[src/rtl/clock_pkg.sv]
// Shared constants for the clock-setting front end: button indices and
// the per-channel auto-repeat state encoding.
package clock_pkg;

  localparam int NUM_BTNS = 5;

  localparam int BTN_C = 0;
  localparam int BTN_U = 1;
  localparam int BTN_L = 2;
  localparam int BTN_R = 3;
  localparam int BTN_D = 4;

  typedef enum logic [1:0] {
    IDLE   = 2'd0,
    DELAY  = 2'd1,
    REPEAT = 2'd2
  } rep_state_t;

endpackage

[src/rtl/button_conditioner_if.sv]
// Bundle of raw button pins and the conditioned event outputs.
// slave = the conditioner, master = whoever drives the pins and consumes events.
interface button_conditioner_if #(
  parameter int NUM_BTNS = clock_pkg::NUM_BTNS
);
  logic [NUM_BTNS-1:0] btn_raw;
  logic [NUM_BTNS-1:0] btn_level;
  logic [NUM_BTNS-1:0] btn_press;
  logic [NUM_BTNS-1:0] btn_release;
  logic [NUM_BTNS-1:0] btn_repeat;

  modport master (
    output btn_raw,
    input  btn_level,
    input  btn_press,
    input  btn_release,
    input  btn_repeat
  );

  modport slave (
    input  btn_raw,
    output btn_level,
    output btn_press,
    output btn_release,
    output btn_repeat
  );
endinterface

[src/rtl/button_channel.sv]
// One button: two-flop synchronizer, stable-count debouncer and an
// IDLE/DELAY/REPEAT auto-repeat machine. Every output is a register.
module button_channel
  import clock_pkg::*;
#(
  parameter int DEBOUNCE_CYCLES = 1_000_000,
  parameter int REPEAT_DELAY    = 50_000_000,
  parameter int REPEAT_PERIOD   = 25_000_000,
  parameter bit REPEAT_EN       = 1'b1
) (
  input  logic clk,
  input  logic rst,
  input  logic raw,
  output logic btn_level,
  output logic btn_press,
  output logic btn_release,
  output logic btn_repeat
);

  localparam int DB_W   = $clog2(DEBOUNCE_CYCLES + 1);
  localparam int TM_MAX = (REPEAT_DELAY > REPEAT_PERIOD) ? REPEAT_DELAY : REPEAT_PERIOD;
  localparam int TM_W   = $clog2(TM_MAX + 1);

  localparam logic [DB_W-1:0] DB_LAST  = DB_W'(DEBOUNCE_CYCLES - 1);
  localparam logic [TM_W-1:0] DLY_LAST = TM_W'(REPEAT_DELAY - 1);
  localparam logic [TM_W-1:0] PER_LAST = TM_W'(REPEAT_PERIOD - 1);

  logic            sync1;
  logic            sync2;
  logic [DB_W-1:0] db_cnt;
  logic            differ;
  logic            flip;
  logic            press_evt;
  logic            release_evt;

  rep_state_t      state_q;
  rep_state_t      state_d;
  logic [TM_W-1:0] timer_q;
  logic [TM_W-1:0] timer_d;
  logic            repeat_d;

  // The level flips on the cycle the disagreement has lasted DEBOUNCE_CYCLES
  // cycles; press/release are derived from that same flip.
  assign differ      = (sync2 != btn_level);
  assign flip        = differ && (db_cnt == DB_LAST);
  assign press_evt   = flip && sync2;
  assign release_evt = flip && !sync2;

  // Synchronize the pin, count disagreement cycles, register level and edge pulses.
  always_ff @(posedge clk) begin
    if (rst) begin
      sync1       <= 1'b0;
      sync2       <= 1'b0;
      db_cnt      <= '0;
      btn_level   <= 1'b0;
      btn_press   <= 1'b0;
      btn_release <= 1'b0;
    end else begin
      sync1       <= raw;
      sync2       <= sync1;
      btn_press   <= press_evt;
      btn_release <= release_evt;
      if (flip) begin
        btn_level <= sync2;
        db_cnt    <= '0;
      end else if (!differ) begin
        db_cnt <= '0;
      end else begin
        db_cnt <= db_cnt + DB_W'(1);
      end
    end
  end

  // Repeat state, hold timer and registered repeat pulse.
  always_ff @(posedge clk) begin
    if (rst) begin
      state_q    <= IDLE;
      timer_q    <= '0;
      btn_repeat <= 1'b0;
    end else begin
      state_q    <= state_d;
      timer_q    <= timer_d;
      btn_repeat <= repeat_d;
    end
  end

  // Next-state logic; the timer restarts on every state entry and on each repeat tick.
  always_comb begin
    state_d  = state_q;
    timer_d  = timer_q + TM_W'(1);
    repeat_d = 1'b0;
    case (state_q)
      IDLE: begin
        timer_d = '0;
        if (press_evt) begin
          repeat_d = 1'b1;
          if (REPEAT_EN) state_d = DELAY;
        end
      end
      DELAY: begin
        if (release_evt) begin
          state_d = IDLE;
          timer_d = '0;
        end else if (timer_q == DLY_LAST) begin
          state_d  = REPEAT;
          timer_d  = '0;
          repeat_d = 1'b1;
        end
      end
      REPEAT: begin
        if (release_evt) begin
          state_d = IDLE;
          timer_d = '0;
        end else if (timer_q == PER_LAST) begin
          timer_d  = '0;
          repeat_d = 1'b1;
        end
      end
      default: begin
        state_d = IDLE;
        timer_d = '0;
      end
    endcase
  end

endmodule

[src/rtl/button_conditioner.sv]
// Conditions the pushbuttons into debounced levels and single-cycle
// press / release / auto-repeat events, one independent channel per button.
module button_conditioner #(
  parameter int                  NUM_BTNS        = clock_pkg::NUM_BTNS,
  parameter int                  DEBOUNCE_CYCLES = 1_000_000,
  parameter int                  REPEAT_DELAY    = 50_000_000,
  parameter int                  REPEAT_PERIOD   = 25_000_000,
  parameter logic [NUM_BTNS-1:0] REPEAT_MASK     = 5'b10010
) (
  input logic                 clk,
  input logic                 rst,
  button_conditioner_if.slave btn
);

  logic [NUM_BTNS-1:0] level_v;
  logic [NUM_BTNS-1:0] press_v;
  logic [NUM_BTNS-1:0] release_v;
  logic [NUM_BTNS-1:0] repeat_v;

  for (genvar i = 0; i < NUM_BTNS; i++) begin : g_ch
    button_channel #(
      .DEBOUNCE_CYCLES (DEBOUNCE_CYCLES),
      .REPEAT_DELAY    (REPEAT_DELAY),
      .REPEAT_PERIOD   (REPEAT_PERIOD),
      .REPEAT_EN       (REPEAT_MASK[i])
    ) u_ch (
      .clk         (clk),
      .rst         (rst),
      .raw         (btn.btn_raw[i]),
      .btn_level   (level_v[i]),
      .btn_press   (press_v[i]),
      .btn_release (release_v[i]),
      .btn_repeat  (repeat_v[i])
    );
  end

  assign btn.btn_level   = level_v;
  assign btn.btn_press   = press_v;
  assign btn.btn_release = release_v;
  assign btn.btn_repeat  = repeat_v;

endmodule

[src/flat_wrapper.sv]
// flat-port wrapper written by rule: the top's interface ports become plain ports
module button_conditioner_flat 
#(
  parameter int                  NUM_BTNS        = clock_pkg::NUM_BTNS,
  parameter int                  DEBOUNCE_CYCLES = 1_000_000,
  parameter int                  REPEAT_DELAY    = 50_000_000,
  parameter int                  REPEAT_PERIOD   = 25_000_000,
  parameter logic [NUM_BTNS-1:0] REPEAT_MASK     = 5'b10010
)
  (clk, rst, btn_btn_raw, btn_btn_level, btn_btn_press, btn_btn_release, btn_btn_repeat);
  button_conditioner_if #(.NUM_BTNS(NUM_BTNS)) btn_i ();
  input logic clk;
  input logic rst;
  input wire logic [$bits(btn_i.btn_raw)-1:0] btn_btn_raw;
  output wire logic [$bits(btn_i.btn_level)-1:0] btn_btn_level;
  output wire logic [$bits(btn_i.btn_press)-1:0] btn_btn_press;
  output wire logic [$bits(btn_i.btn_release)-1:0] btn_btn_release;
  output wire logic [$bits(btn_i.btn_repeat)-1:0] btn_btn_repeat;
  assign btn_i.btn_raw = btn_btn_raw;
  assign btn_btn_level = btn_i.btn_level;
  assign btn_btn_press = btn_i.btn_press;
  assign btn_btn_release = btn_i.btn_release;
  assign btn_btn_repeat = btn_i.btn_repeat;
  button_conditioner #(.NUM_BTNS(NUM_BTNS), .DEBOUNCE_CYCLES(DEBOUNCE_CYCLES), .REPEAT_DELAY(REPEAT_DELAY), .REPEAT_PERIOD(REPEAT_PERIOD), .REPEAT_MASK(REPEAT_MASK)) u_core (.clk(clk), .rst(rst), .btn(btn_i));
endmodule
[config.mk]
export PLATFORM = sky130hd
export DESIGN_NAME = button_conditioner_flat
export DESIGN_NICKNAME = d
export VERILOG_FILES = /design/src/rtl/clock_pkg.sv /design/src/rtl/button_conditioner_if.sv /design/src/rtl/button_channel.sv /design/src/rtl/button_conditioner.sv /design/src/flat_wrapper.sv
export SDC_FILE = /design/constraint.sdc
export NUM_CORES = 1
export LEC_CHECK = 0
export ABC_AREA = 1
export BUFFER_PORTS_ARGS = -buffer_cell sky130_fd_sc_hd__buf_2
export CAP_MARGIN = 20
export CORE_MARGIN = 3
export CORE_UTILIZATION = 60
export CTS_CLUSTER_SIZE = 24
export DETAILED_ROUTE_END_ITERATION = 8
export PLACE_DENSITY = 0.77
export SYNTH_ARGS = -nofsm -noshare
export SYNTH_HDL_FRONTEND = slang
export SYNTH_SLANG_ARGS = --single-unit
[constraint.sdc]
create_clock -name clk -period 1.9 [get_ports clk]
set_input_delay 0.19 -clock clk [delete_from_list [all_inputs] [get_ports clk]]
set_output_delay 0.19 -clock clk [all_outputs]
set_load 0.02 [all_outputs]
# Word level (Yosys, flattened, before mapping)
# Index checks and enable logic that the tools add are counted.
[classes]
addsub = 10
multipliers = 0
div_mod_pow = 0
magnitude_cmp = 0
eq_ne = 42
shift = 0
muxes = 77
bitwise_logic = 8
reduce_logical = 35
[ops]
columns = ["cell", "count"]
rows = [
  ["two-way mux 26 bit", 20],
  ["one-hot mux 26 bit (2 select lines)", 5],
  ["adder 26 x 1 -> 26 bit (second input constant)", 5],
  ["equality test 26 x 25 -> 1 bit (second input constant)", 5],
  ["equality test 26 bit (second input constant)", 5],
  ["adder 20 x 1 -> 20 bit (second input constant)", 5],
  ["equality test 20 bit (second input constant)", 5],
  ["two-way mux 2 bit", 17],
  ["one-hot mux 2 bit (3 select lines)", 5],
  ["two-way mux 1 bit", 25],
  ["logical AND 1 bit", 15],
  ["!= test 3 bit (second input constant)", 5],
  ["one-hot mux 1 bit (3 select lines)", 5],
  ["AND reduction 3 bit", 5],
  ["OR reduction 3 bit", 5],
  ["!= test 2 bit (second input constant)", 7],
  ["equality test 2 x 1 -> 1 bit (second input constant)", 5],
  ["equality test 2 bit (second input constant)", 5],
  ["logical NOT 2 bit", 5],
  ["inverter 1 bit", 8],
  ["logical NOT 1 bit", 5],
  ["!= test 1 bit", 5],
]
[totals]
ff_bits = 270
latch_bits = 0
ram_bits = 0
rom_bits = 0
n_memories = 0

# Depth between registers and ports, before layout
# Gate-level depths: netlist of the first run.
[depth]
depth_word = 5
ltp_mapped = 12

# Cells and area by module
# Synthesis of the first run repeated with hierarchy kept, for this count alone.
[unflattened]
hier_cells = 1306
hier_area_um2 = 9554.2
[modules_own_cells]
columns = ["module", "instances", "cells_per_inst", "area_each_um2"]
rows = [
  ["button_channel (u_core.g_ch[0].u_ch ...)", 3, 186, 1315.0],
  ["button_channel (u_core.g_ch[1].u_ch)", 1, 371, 2824.0],
  ["button_channel (u_core.g_ch[4].u_ch)", 1, 377, 2785.2],
]

# Least setup slack after synthesis of the first run
# OpenSTA, ideal clock, no wires.
[synth_timing]
path_type = "reg-to-reg"
startpoint = "register u_core.g_ch[1].u_ch.timer_q[0]"
endpoint = "register u_core.g_ch[1].u_ch.timer_q[13]"
arrival_time_ns = 1.585
slack_ns = 0.196
stages_incl_launch_ff = 11
path_buffers = 1
cell_sequence = "dfxtp_1 -> ha_1 -> nand2_1 -> nor2_2 -> nand3_1 -> nor3_2 -> or2_4 -> nand2_4 -> nand2_2 -> buf_6 -> nor2_4"
[synth_between]
elab_chain_cells = 4
[synth_rtl]
columns = ["element", "line", "rtl"]
rows = [
  ["from (decl)", "button_channel.sv:38", "logic [TM_W-1:0] timer_q;"],
  ["from (signal assigned)", "button_channel.sv:82", "timer_q <= timer_d;"],
  ["adder 26 x 1 -> 26 bit, or another cell as far along", "button_channel.sv:90", "timer_d = timer_q + TM_W'(1);"],
  ["two-way mux 26 bit (on tied branches)", "button_channel.sv:114, button_channel.sv:104", ""],
  ["two-way mux 26 bit (on tied branches)", "button_channel.sv:111, button_channel.sv:101", ""],
  ["one-hot mux 26 bit (2 select lines) *", "button_channel.sv:92", "case (state_q)"],
]
# Every way passes the cells marked *; elsewhere a longest branch is shown, timed or not.
# A chain may end at the register's enable or synchronous reset.

# Final worst setup path of the first run
[layout_timing]
startpoint = "register u_core.g_ch[4].u_ch.timer_q[0]"
endpoint = "register u_core.g_ch[4].u_ch.timer_q[12]"
[layout_between]
elab_chain_cells = 4
[layout_rtl]
columns = ["element", "line"]
rows = [
  ["from (decl)", "button_channel.sv:38"],
  ["from (signal assigned)", "button_channel.sv:82"],
  ["adder 26 x 1 -> 26 bit, or another cell as far along", "button_channel.sv:90"],
  ["two-way mux 26 bit (on tied branches)", "button_channel.sv:114, button_channel.sv:104"],
  ["two-way mux 26 bit (on tied branches)", "button_channel.sv:111, button_channel.sv:101"],
  ["one-hot mux 26 bit (2 select lines) *", "button_channel.sv:92"],
]
# Marks and branches as above.

==> results.md, run 1 <==
* First-pass GRT wire length at 30340 um
* Crit path time final at 1813 ps
* Vert. Die Dim at 129.3 um
* Ant diodes at 0
* Core area at 14700 um^2
* Remaining DRCs at 0
* Pwr Density at 758.6 nW/um^2
* Syn Inst Count at 1243
* Synthesized area per cell at 7.339 um^2
* Combinational share of power at 0.022
* Top delay family on crit path: simple AND/OR/NAND/NOR gates
* Worst hold path class: in -> reg
* Final worst path period share at 0.9543
* Row count at 44
* Synth Register Bits at 183
* Sw Share at 0.2004
* Clock Path Buffers at 2
* Largest net degree at the start of global routing at 24
* Clock group share of total power at 0.482
* Initial Util at 0.6206
* Tightest Pin Transition at 495.8 ps
* CP peak stage delay at 370 ps
* Max Slew Vio Count at 0
* Total of max-cap violations at 0
* Filler Cells Inserted at 1191
* Syn-to-layout area delta at 12.66%
* Commonest non-fill, non-tap cell in the layout: nand2_1
* Crit Path Max Fanout at 11
* Layout cell share with drive strength beyond 1 at 0.1634
* Worst Hold Path Cells at 3
* Vias/cell at 5.242
* Worst reg2reg path depth at 11
* Initial antenna violation count at 0
* Pre-antenna DRT Iters at 6
* CTS tree: built
* WP data required at 2220 ps
* Hpwl dp at 12710 um
* Wirelength per Cell at 12.19 um
* Clock Skew at 9.182 ps
* Clk slew on worst S/H paths at 60 ps
* Total grt overflow at 0
* WL final at 17980 um
* Nets at 1300
* TNS Setup at 0 ps
* Slowest-stage cell, CP: dfxtp_1
* Worst-path cell chain: ha_1 > nand2_1 > nor2_2 > nand3_1 > nor2_1 > nand3_1 > nand3_2 > nand2_4 > nand2_4 > buf_12 > nor2_2
* # port buffers at 26
* Critical Path Source Type: register
* Yosys warns at 0
* Post-synthesis sequential area ratio at 0.4016
* Pleak at 0.003811 uW
* Clock Latency Late Sink at 430 ps
* CTS root buf: clkbuf_16
* CP Class: reg -> reg
* Die width at 129.3 um
* Hold Path Sink: u_core.g_ch[4].u_ch.state_q[1]$_SDFFE_PP0P_
* Mapped Area at 9122 um^2
* Hold path start: rst
* Worst reg2reg endpoint: u_core.g_ch[4].u_ch.timer_q[12]$_SDFF_PP0_
* CTS Buf Count at 17
* Setup violations, final at 0
* Critical path arrival at 2130 ps
* Clk sink count at 183
* Seq pwr share at 0.496
* R2r setup slk at 90 ps
* Psw at 1563 uW
* Drt initial violations at 345
* Reg-to-reg startpoint: u_core.g_ch[4].u_ch.timer_q[0]$_SDFF_PP0_
* H-tree levels at 4
* Number of global-route vias before repair at 7085
* Synthesized Nets at 1265
* Final RePlAce weighted congestion at 0.9198
* Worst setup EP type: register
* Buffer and inverter count on the worst path at 1
* Commonest non-fill, non-tap cells in the layout: nand2_1, dfxtp_1, inv_1
* FMAX at 551.5 MHz
* Worst vdd ir at 920.9 uV
* Power Internal at 6234 uW
* Netlist cell types at 43
* Via count at 7732
* Antenna viol nets, final at 0
* Layout Utilization at 0.6992
* Status: completed
* Die area at 16720 um^2
* All-Layer GR Usage at 0.2185
* Final hold vios at 0
* IO Count at 27
* Rel. slew slack at 0.6664
==> timing repair <==
action                                 in CTS  in global routing
resized for setup                           0                 31
endpoints found under the hold margin       5                  0
hold buffers                                5                  0
buffers inserted                            0                  6
setup endpoints to repair                   0                 75
==> worst max path at each step <==
stage,cells after the start,slack [ps],end,startpoint
5_1_grt,9,-60,u_core.g_ch[1].u_ch.db_cnt[16]$_SDFF_PP0_,u_core.g_ch[1].u_ch.db_cnt[0]$_SDFF_PP0_
4_1_cts,12,2,u_core.g_ch[4].u_ch.timer_q[12]$_SDFF_PP0_,u_core.g_ch[4].u_ch.db_cnt[0]$_SDFF_PP0_
3_5_place_dp,10,80,u_core.g_ch[1].u_ch.timer_q[13]$_SDFF_PP0_,u_core.g_ch[1].u_ch.db_cnt[0]$_SDFF_PP0_
6_report,11,90,u_core.g_ch[4].u_ch.timer_q[12]$_SDFF_PP0_,u_core.g_ch[4].u_ch.timer_q[0]$_SDFF_PP0_
2_1_floorplan,10,200,u_core.g_ch[1].u_ch.timer_q[13]$_SDFF_PP0_,u_core.g_ch[1].u_ch.timer_q[0]$_SDFF_PP0_
3_3_place_gp,10,120,u_core.g_ch[1].u_ch.timer_q[13]$_SDFF_PP0_,u_core.g_ch[1].u_ch.timer_q[1]$_SDFF_PP0_
==> synthesized netlist by cell type, drive strengths merged <==
library cell	count	share of area
a211oi	2	0.0016
and3	4	0.0027
nor3b	14	0.012
nand3b	7	0.0058
nand3	73	0.042
clkbuf	8	0.0034
o21a	3	0.0025
a31o	3	0.0029
ha	15	0.021
o31ai	1	0.00082
inv	173	0.071
nand4	51	0.039
nor4	7	0.0048
o22ai	1	0.00069
dfxtp	183	0.40
o211ai	1	0.00082
xor2	44	0.042
buf	32	0.027
a31oi	2	0.0014
or2	10	0.0074
o21ai	21	0.012
xnor2	20	0.019
nand2	226	0.098
nor3	71	0.045
nor2	226	0.11
a21oi	45	0.025
==> sequential cells by signal, summed over array words and instances, names as in the netlist <==
name and cells:
u_core.g_ch.u_ch.timer_q 52, u_core.g_ch.u_ch.state_q 4, u_core.g_ch.u_ch.btn_level 5, u_core.g_ch.u_ch.db_cnt 100
u_core.g_ch.u_ch.btn_repeat 5, u_core.g_ch.u_ch.btn_press 2, u_core.g_ch.u_ch.sync1 5, u_core.g_ch.u_ch.btn_release 5
u_core.g_ch.u_ch.sync2 5
==> layer usage <==
layer  up-vias  wire length [um]  track usage
li1       4037                 -            -
met1      3540              8504       0.2783
met2       121              8495       0.3640
met3        34               628      0.05029
met4         0               351      0.07906
met5         -                 0            0
==> cell families after synthesis <==
kind of cell | share of synthesized area
compound gates | 0.04691
fa+ha+maj | 0.02057
xor+xnor | 0.06145
simple gates | 0.3681
flops | 0.4016
buf+inv | 0.1014
==> through the flow <==
step	hold WS, ps	instances	instance area [um^2]	worst slack [ps]	total power (uW)
final	217.7	1475	10280	86.91	7796
after global routing	232.7	1475	10280	-61.10	8050
after CTS	211.3	1468	10090	1.726	7860
after detailed placement	394.4	1431	9405	78.25	4112
after global placement	390.8	1431	9405	123.2	4109
after floorplan	273.6	1243	9123	195.8	4063
==> power groups by stage <==
stage,clock (uW),sequential (uW),combinational (uW)
2_1_floorplan,0,3950,113
3_3_place_gp,0,3950,156
3_5_place_dp,0,3950,158
4_1_cts,3830,3870,167
5_1_grt,3990,3870,196
6_report,3760,3870,173
==> worst register-to-register path, delay by kind of cell, from the launching register on <==
| family | cells | cell delay (ps) |
|---|---|---|
| buf+inv | 1 | 150 |
| flops | 1 | 370 |
| simple gates | 9 | 1000 |
| fa+ha+maj | 1 | 200 |
==> cell type report <==
| cell class | count | area, um^2 | share of cell area |
|---|---|---|---|
| clock buffers | 22 | 474.2 | 0.04614 |
| clock inverters | 10 | 165.2 | 0.01607 |
| inverters | 173 | 649.4 | 0.06318 |
| multi-input cells | 847 | 4642 | 0.4517 |
| flip-flops and latches | 183 | 3669 | 0.3570 |
| well taps | 184 | 230.2 | 0.02240 |
| repair buffers | 56 | 447.9 | 0.04358 |
No activity file was read; power rests on OpenSTA's default activity.
==> inputs of run 2 (changes only) <==
==> constraint.sdc (replaced) <==
create_clock -name clk -period 1.8 [get_ports clk]
set_input_delay 0.18 -clock clk [delete_from_list [all_inputs] [get_ports clk]]
set_output_delay 0.18 -clock clk [all_outputs]
set_load 0.02 [all_outputs]
==> run 2 against run 1 <==
Compared with the run above: final cell count is 1.2% higher; largest cell class unchanged; combinational power up 20%; fmax increased by 1.7%; die area unchanged; sequential power is 5.4% higher; non-clock buffer count grew 21; clock power shrank 5.6%; hold slack gained 16 ps; flip-flop and latch count stayed put; clock-buffer cell count fell by 2; clock skew is essentially flat.
==> results.md, run 2 (synthesis results as in run 1) <==
* Layout cell share with drive strength beyond 1 at 0.1934 (was 0.1634)
* Nets at 1321 (was 1300)
* Clock Path Buffers at 2 (unchanged)
* Post-route setup slack at 16.96 ps (was 86.91 ps)
* Vert. Die Dim at 129.3 um (unchanged)
* Clk sink count at 183 (unchanged)
* WL final at 18720 um (was 17980 um)
* Remaining DRCs at 0 (unchanged)
* Slowest-stage cell, CP: dfxtp_1 (unchanged)
* Status: completed (unchanged)
* Filler Cells Inserted at 1157 (was 1191)
* Clock Skew at 8.702 ps (was 9.182 ps)
* Critical path arrival at 2100 ps (was 2130 ps)
* Total of max-cap violations at 0 (unchanged)
* H-tree levels at 4 (unchanged)
* Worst setup EP type: register (unchanged)
* Initial antenna violation count at 0 (unchanged)
* Antenna viol nets, final at 0 (unchanged)
* Post-place instance area at 9555 um^2 (was 9405 um^2)
* Crit path top cell by count: nor2_1
* Worst vdd ir at 949.8 uV (was 920.9 uV)
* Top reg by flops: u_core.g_ch.u_ch.db_cnt (unchanged)
* Fin area at 10540 um^2 (was 10280 um^2)
* CTS root buf: clkbuf_16 (unchanged)
* FMAX at 560.8 MHz (was 551.5 MHz)
* Unrepaired setup endpoints after global routing: true
* Largest net degree at the start of global routing at 24 (unchanged)
* Place WS at -7.545 ps (was 78.25 ps)
* Initial Util at 0.6206 (unchanged)
* Tightest Pin Transition at 505.8 ps (was 495.8 ps)
* Commonest non-fill, non-tap cell in the layout: nand2_1 (unchanged)
* Worst-path cell chain: inv_1 > nor3_2 > nand3_2 > nor2_1 > nand4_1 > o21ai_0 > nor2_1 (was ha_1 > nand2_1 > nor2_2 > nand3_1 > nor2_1 > nand3_1 > nand3_2 > nand2_4 > nand2_4 > buf_12 > nor2_2)
* Biggest regs: u_core.g_ch.u_ch.db_cnt (100), u_core.g_ch.u_ch.timer_q (52) (unchanged)
* Min Hold Slack at 234.1 ps (was 217.7 ps)
* Worst hold path class: in -> reg (unchanged)
* WP data required at 2110 ps (was 2220 ps)
* Crit Path Max Fanout at 5 (was 11)
* Wirelength per Cell at 12.55 um (was 12.19 um)
* Commonest non-fill, non-tap cells in the layout: nand2_1, dfxtp_1, inv_1 (unchanged)
* Pwr Density at 743.2 nW/um^2 (was 758.6 nW/um^2)
* Die width at 129.3 um (unchanged)
* CTS Buf Count at 17 (unchanged)
* Drt initial violations at 501 (was 345)
* Pleak at 0.003959 uW (was 0.003811 uW)
* Syn-to-layout area delta at 15.55% (was 12.66%)
* Clock Latency Late Sink at 430 ps (about the same)
* Largest register FFs at 100 (unchanged)
* Max Slew Vio Count at 0 (unchanged)
* Total grt overflow at 0 (unchanged)
* Layout Utilization at 0.7171 (was 0.6992)
* Hpwl dp at 12880 um (was 12710 um)
* IO Count at 27 (unchanged)
* Final hold vios at 0 (unchanged)
* All-Layer GR Usage at 0.2264 (was 0.2185)
* Vias/cell at 5.261 (was 5.242)
* Final RePlAce weighted congestion at 0.9280 (was 0.9198)
* CP peak stage delay at 380 ps (was 370 ps)
* Final worst path period share at 0.9906 (was 0.9543)
* Row count at 44 (unchanged)
* Rel. slew slack at 0.6597 (was 0.6664)
* R2r setup slk at 20 ps (was 90 ps)
* CP Class: reg -> reg (unchanged)
* CTS tree: built (unchanged)
* Ant diodes at 0 (unchanged)
* Die area at 16720 um^2 (unchanged)
* Critical Path Source Type: register (unchanged)
* Via count at 7850 (was 7732)
* # port buffers at 26 (unchanged)
* Setup violations, final at 0 (unchanged)
* Core area at 14700 um^2 (unchanged)
* Crit path time final at 1783 ps (was 1813 ps)
* Number of global-route vias before repair at 7293 (was 7085)
* Clk slew on worst S/H paths at 60 ps (about the same)
* Pre-antenna DRT Iters at 5 (was 6)
* First-pass GRT wire length at 31520 um (was 30340 um)
-- run 2: worst paths after layout --
check                                                                  end  cells after the start                                 startpoint
worst max-delay path            u_core.g_ch[1].u_ch.timer_q[21]$_SDFF_PP0_                      7  u_core.g_ch[1].u_ch.timer_q[4]$_SDFF_PP0_
worst min-delay path                  u_core.g_ch[4].u_ch.sync1$_SDFF_PP0_                      3                                        rst
worst max register to register  u_core.g_ch[1].u_ch.timer_q[21]$_SDFF_PP0_                      7  u_core.g_ch[1].u_ch.timer_q[4]$_SDFF_PP0_
worst min register to register        u_core.g_ch[2].u_ch.sync2$_SDFF_PP0_                      2       u_core.g_ch[2].u_ch.sync1$_SDFF_PP0_
-- run 2: cell type report --
class                      instances  area (um^2)  share of cell area
clock buffer                      20        446.7             0.04237
clock inverter                     8        102.6            0.009733
inverter                         173        649.4             0.06160
multi-input combinational        847         4772              0.4527
sequential                       183         3676              0.3487
tap                              184        230.2             0.02184
timing repair buffer              77        664.4             0.06303
-- run 2: power by group --
group,total [uW],switching (uW),internal [uW],leakage [uW]
Combinational,208,124,84.2,0.00222
Clock,3550,1500,2050,0.000264
Sequential,4080,13.7,4070,0.00148
-- run 2: metal layers --
layer  part of all wire  routed length (um)  GRT usage
met1               0.46                8626     0.2924
met2               0.48                8901     0.3744
met3              0.043                 809    0.05070
met4              0.021                 386    0.08030
met5                  0                   0          0
-- run 2: what timing repair did --
| action | in CTS | in global routing |
|---|---|---|
| gates cloned | 0 | 2 |
| buffers inserted | 0 | 11 |
| endpoints found under the hold margin | 5 | 0 |
| hold buffers | 5 | 0 |
| setup endpoints to repair | 20 | 96 |
| gates resized for setup | 4 | 64 |
| pin swaps | 0 | 22 |
-- run 2: metrics by stage --
stage	power [uW]	setup TNS [ps]	instances
after floorplan	4289	0	1243
after global placement	4351	0	1446
after detailed placement	4353	-34.17	1446
after CTS	7891	0	1479
after global routing	8115	-516.3	1492
final	7834	0	1492
-- run 2: worst max-delay path: cells and delay by family (launching register included) --
family                 cells  cell delay, ps
buffers and inverters      1             100
and+or+nand+nor            5             950
DFF                        1             380
AOI/OAI and AO/OA          1             230
==> inputs of run 3 (changes only) <==
--- a/config.mk
+++ b/config.mk
@@ -12,7 +12,7 @@
 export CORE_UTILIZATION = 60
 export CTS_CLUSTER_SIZE = 24
 export DETAILED_ROUTE_END_ITERATION = 8
-export PLACE_DENSITY = 0.77
+export PLACE_DENSITY = 0.76
 export SYNTH_ARGS = -nofsm -noshare
 export SYNTH_HDL_FRONTEND = slang
 export SYNTH_SLANG_ARGS = --single-unit
==> run 3 against run 2 <==
Compared with the run above: sequential power barely moved; hold slack got worse by 230 ps; critical path type unchanged; register-to-register slack gained 40 ps; the flow now finishes with violations (DRC, hold timing); first-iteration DRC count up 18%; clock skew up 0.84 ps; clock power increased by 5%; cell area grew 1.3%.
==> results.md, run 3 (synthesis results as in run 1) <==
* First-pass GRT wire length at 31220 um (was 31520 um)
* Wirelength per Cell at 12.88 um (was 12.55 um)
* Vert. Die Dim at 129.3 um (unchanged)
* CTS root buf: clkbuf_16 (unchanged)
* Largest register FFs at 100 (unchanged)
* Drt initial violations at 591 (was 501)
* # port buffers at 26 (unchanged)
* Core area at 14700 um^2 (unchanged)
* Clk slew on worst S/H paths at 70 ps (was 60 ps)
* Ant diodes at 0 (unchanged)
* Clk sink count at 183 (unchanged)
* Number of global-route vias before repair at 7173 (was 7293)
* Total Power at 8016 uW (was 7834 uW)
* Worst hold path class: in -> reg (unchanged)
* Place WS at -43.97 ps (was -7.545 ps)
* Failing checks: DRC, hold timing
* Commonest non-fill, non-tap cells in the layout: nand2_1, dfxtp_1, inv_1 (unchanged)
* CTS Buf Count at 17 (unchanged)
* Hpwl dp at 13160 um (was 12880 um)
* Largest net degree at the start of global routing at 21 (was 24)
* Via count at 7855 (was 7850)
* Critical path arrival at 2070 ps (was 2100 ps)
* Max Slew Vio Count at 0 (unchanged)
* Critical Path Source Type: register (unchanged)
* Die area at 16720 um^2 (unchanged)
* Pwr Density at 751.0 nW/um^2 (was 743.2 nW/um^2)
* Min Hold Slack at -0.6071 ps (was 234.1 ps)
* Die width at 129.3 um (unchanged)
* TNS Setup at 0 ps (unchanged)
* H-tree levels at 4 (unchanged)
* Post-route setup slack at 58.74 ps (was 16.96 ps)
* Clock Path Buffers at 2 (unchanged)
* Row count at 44 (unchanged)
* Vias/cell at 5.233 (was 5.261)
* Total grt overflow at 0 (unchanged)
* Filler Cells Inserted at 1122 (was 1157)
* Antenna viol nets, final at 0 (unchanged)
* Crit Path Max Fanout at 10 (was 5)
* Nets at 1327 (was 1321)
* Final RePlAce weighted congestion at 0.8948 (was 0.9280)
* Initial Util at 0.6206 (unchanged)
* WL final at 19340 um (was 18720 um)
* FMAX at 574.3 MHz (was 560.8 MHz)
* Pre-antenna DRT Iters at 9 (was 5)
* Biggest regs: u_core.g_ch.u_ch.db_cnt (100), u_core.g_ch.u_ch.timer_q (52) (unchanged)
* Final hold vios at 1 (was 0)
* Final worst path period share at 0.9674 (was 0.9906)
* Worst setup EP type: register (unchanged)
* Pleak at 0.004042 uW (was 0.003959 uW)
* Clock Skew at 9.537 ps (was 8.702 ps)
* Tightest Pin Transition at 452.3 ps (was 505.8 ps)
* Worst vdd ir at 686.9 uV (was 949.8 uV)
* Crit path time final at 1741 ps (was 1783 ps)
* Commonest non-fill, non-tap cell in the layout: nand2_1 (unchanged)
* Top reg by flops: u_core.g_ch.u_ch.db_cnt (unchanged)
* WP data required at 2120 ps (was 2110 ps)
* All-Layer GR Usage at 0.2252 (was 0.2264)
* CTS tree: built (unchanged)
* Remaining DRCs at 2 (was 0)
* Status: finished with violations (was completed)
* Rel. slew slack at 0.6957 (was 0.6597)
* Total of max-cap violations at 0 (unchanged)
* Initial antenna violation count at 0 (unchanged)
* IO Count at 27 (unchanged)
* Setup violations, final at 0 (unchanged)
* Unrepaired setup endpoints after global routing: true (unchanged)
* Syn-to-layout area delta at 17.01% (was 15.55%)
* Layout cell share with drive strength beyond 1 at 0.2043 (was 0.1934)
* CP Class: reg -> reg (unchanged)
* Clock Latency Late Sink at 430 ps (about the same)
[run 3: cell count changes in the layout (fill, tap and decap cells not counted), sizes merged]
| cell | delta |
|---|---|
| dlygate4sd3 | -1 |
| clkinv | +2 |
| inv | +3 |
| clkbuf | +2 |
| clkinvlp | -1 |
| buf | +4 |
[run 3: routing by layer]
| layer | GRT usage | wire length, um | vias up |
|---|---|---|---|
| met2 | 0.3732 | 9346 | 172 |
| met4 | 0.07288 | 304 | 0 |
| met1 | 0.2894 | 8907 | 3565 |
| met5 | 0 | 0 | - |
| met3 | 0.05565 | 780 | 28 |
| li1 | - | - | 4090 |
[run 3: critical path, cell delays in order (launching register included)]
cell and delay, ps:
dfxtp_2 340, ha_1 160, nand2_1 50, inv_1 80, nand2_2 80, inv_1 60, nand3_1 90, nor2_1 170
nand3_2 110, nand3b_1 120, buf_4 170, clkbuf_16 160, nor3_1 40
[run 3: cell type report]
cell class / instances / area (um^2) / area share
Sequential cell: 183 / 3677 / 0.3445
Timing Repair Buffer: 83 / 725.7 / 0.06799
Inverter: 173 / 649.4 / 0.06084
Clock buffer: 19 / 452.9 / 0.04243
Tap cell: 184 / 230.2 / 0.02157
Multi-Input combinational cell: 847 / 4800 / 0.4497
Clock inverter: 12 / 138.9 / 0.01301
[run 3: stage by stage]
step / cells / hold slack [ps] / utilization / area (um^2)
after floorplan: 1243 / 263.6 / - / 9123
final: 1501 / -0.6071 / 0.7262 / 10670
after global routing: 1501 / 3.898 / 0.7262 / 10670
after detailed placement: 1444 / 392.8 / 0.6465 / 9503
after CTS: 1479 / 0.5430 / 0.6902 / 10150
after global placement: 1444 / 386.3 / 0.6465 / 9503
[run 3: what timing repair did]
item / 4_1_cts / 5_1_grt
buffers inserted: 0 / 16
cloned: 0 / 6
gates resized for setup: 2 / 72
endpoints found under the hold margin: 4 / 0
hold buffers: 4 / 0
endpoints found under the setup margin: 21 / 115
pin swaps: 1 / 23
[run 3: report_power, final]
part | internal [uW] | switching, uW | total, uW
Clock | 2130 | 1590 | 3720
Combinational | 87.7 | 124 | 212
Sequential | 4070 | 14.1 | 4080
Total | 6280 | 1730 | 8020
[run 3: final timing paths]
| kind | from | to | slack (ps) | depth (start not counted) |
|---|---|---|---|---|
| max reg2reg | u_core.g_ch[3].u_ch.db_cnt[0]$_SDFF_PP0_ | u_core.g_ch[3].u_ch.db_cnt[11]$_SDFF_PP0_ | 60 | 12 |
| min | btn_btn_raw[3] | u_core.g_ch[3].u_ch.sync1$_SDFF_PP0_ | -0.6 | 3 |
| min reg2reg | u_core.g_ch[2].u_ch.sync1$_SDFF_PP0_ | u_core.g_ch[2].u_ch.sync2$_SDFF_PP0_ | 410 | 2 |
| max | u_core.g_ch[3].u_ch.db_cnt[0]$_SDFF_PP0_ | u_core.g_ch[3].u_ch.db_cnt[11]$_SDFF_PP0_ | 60 | 12 |
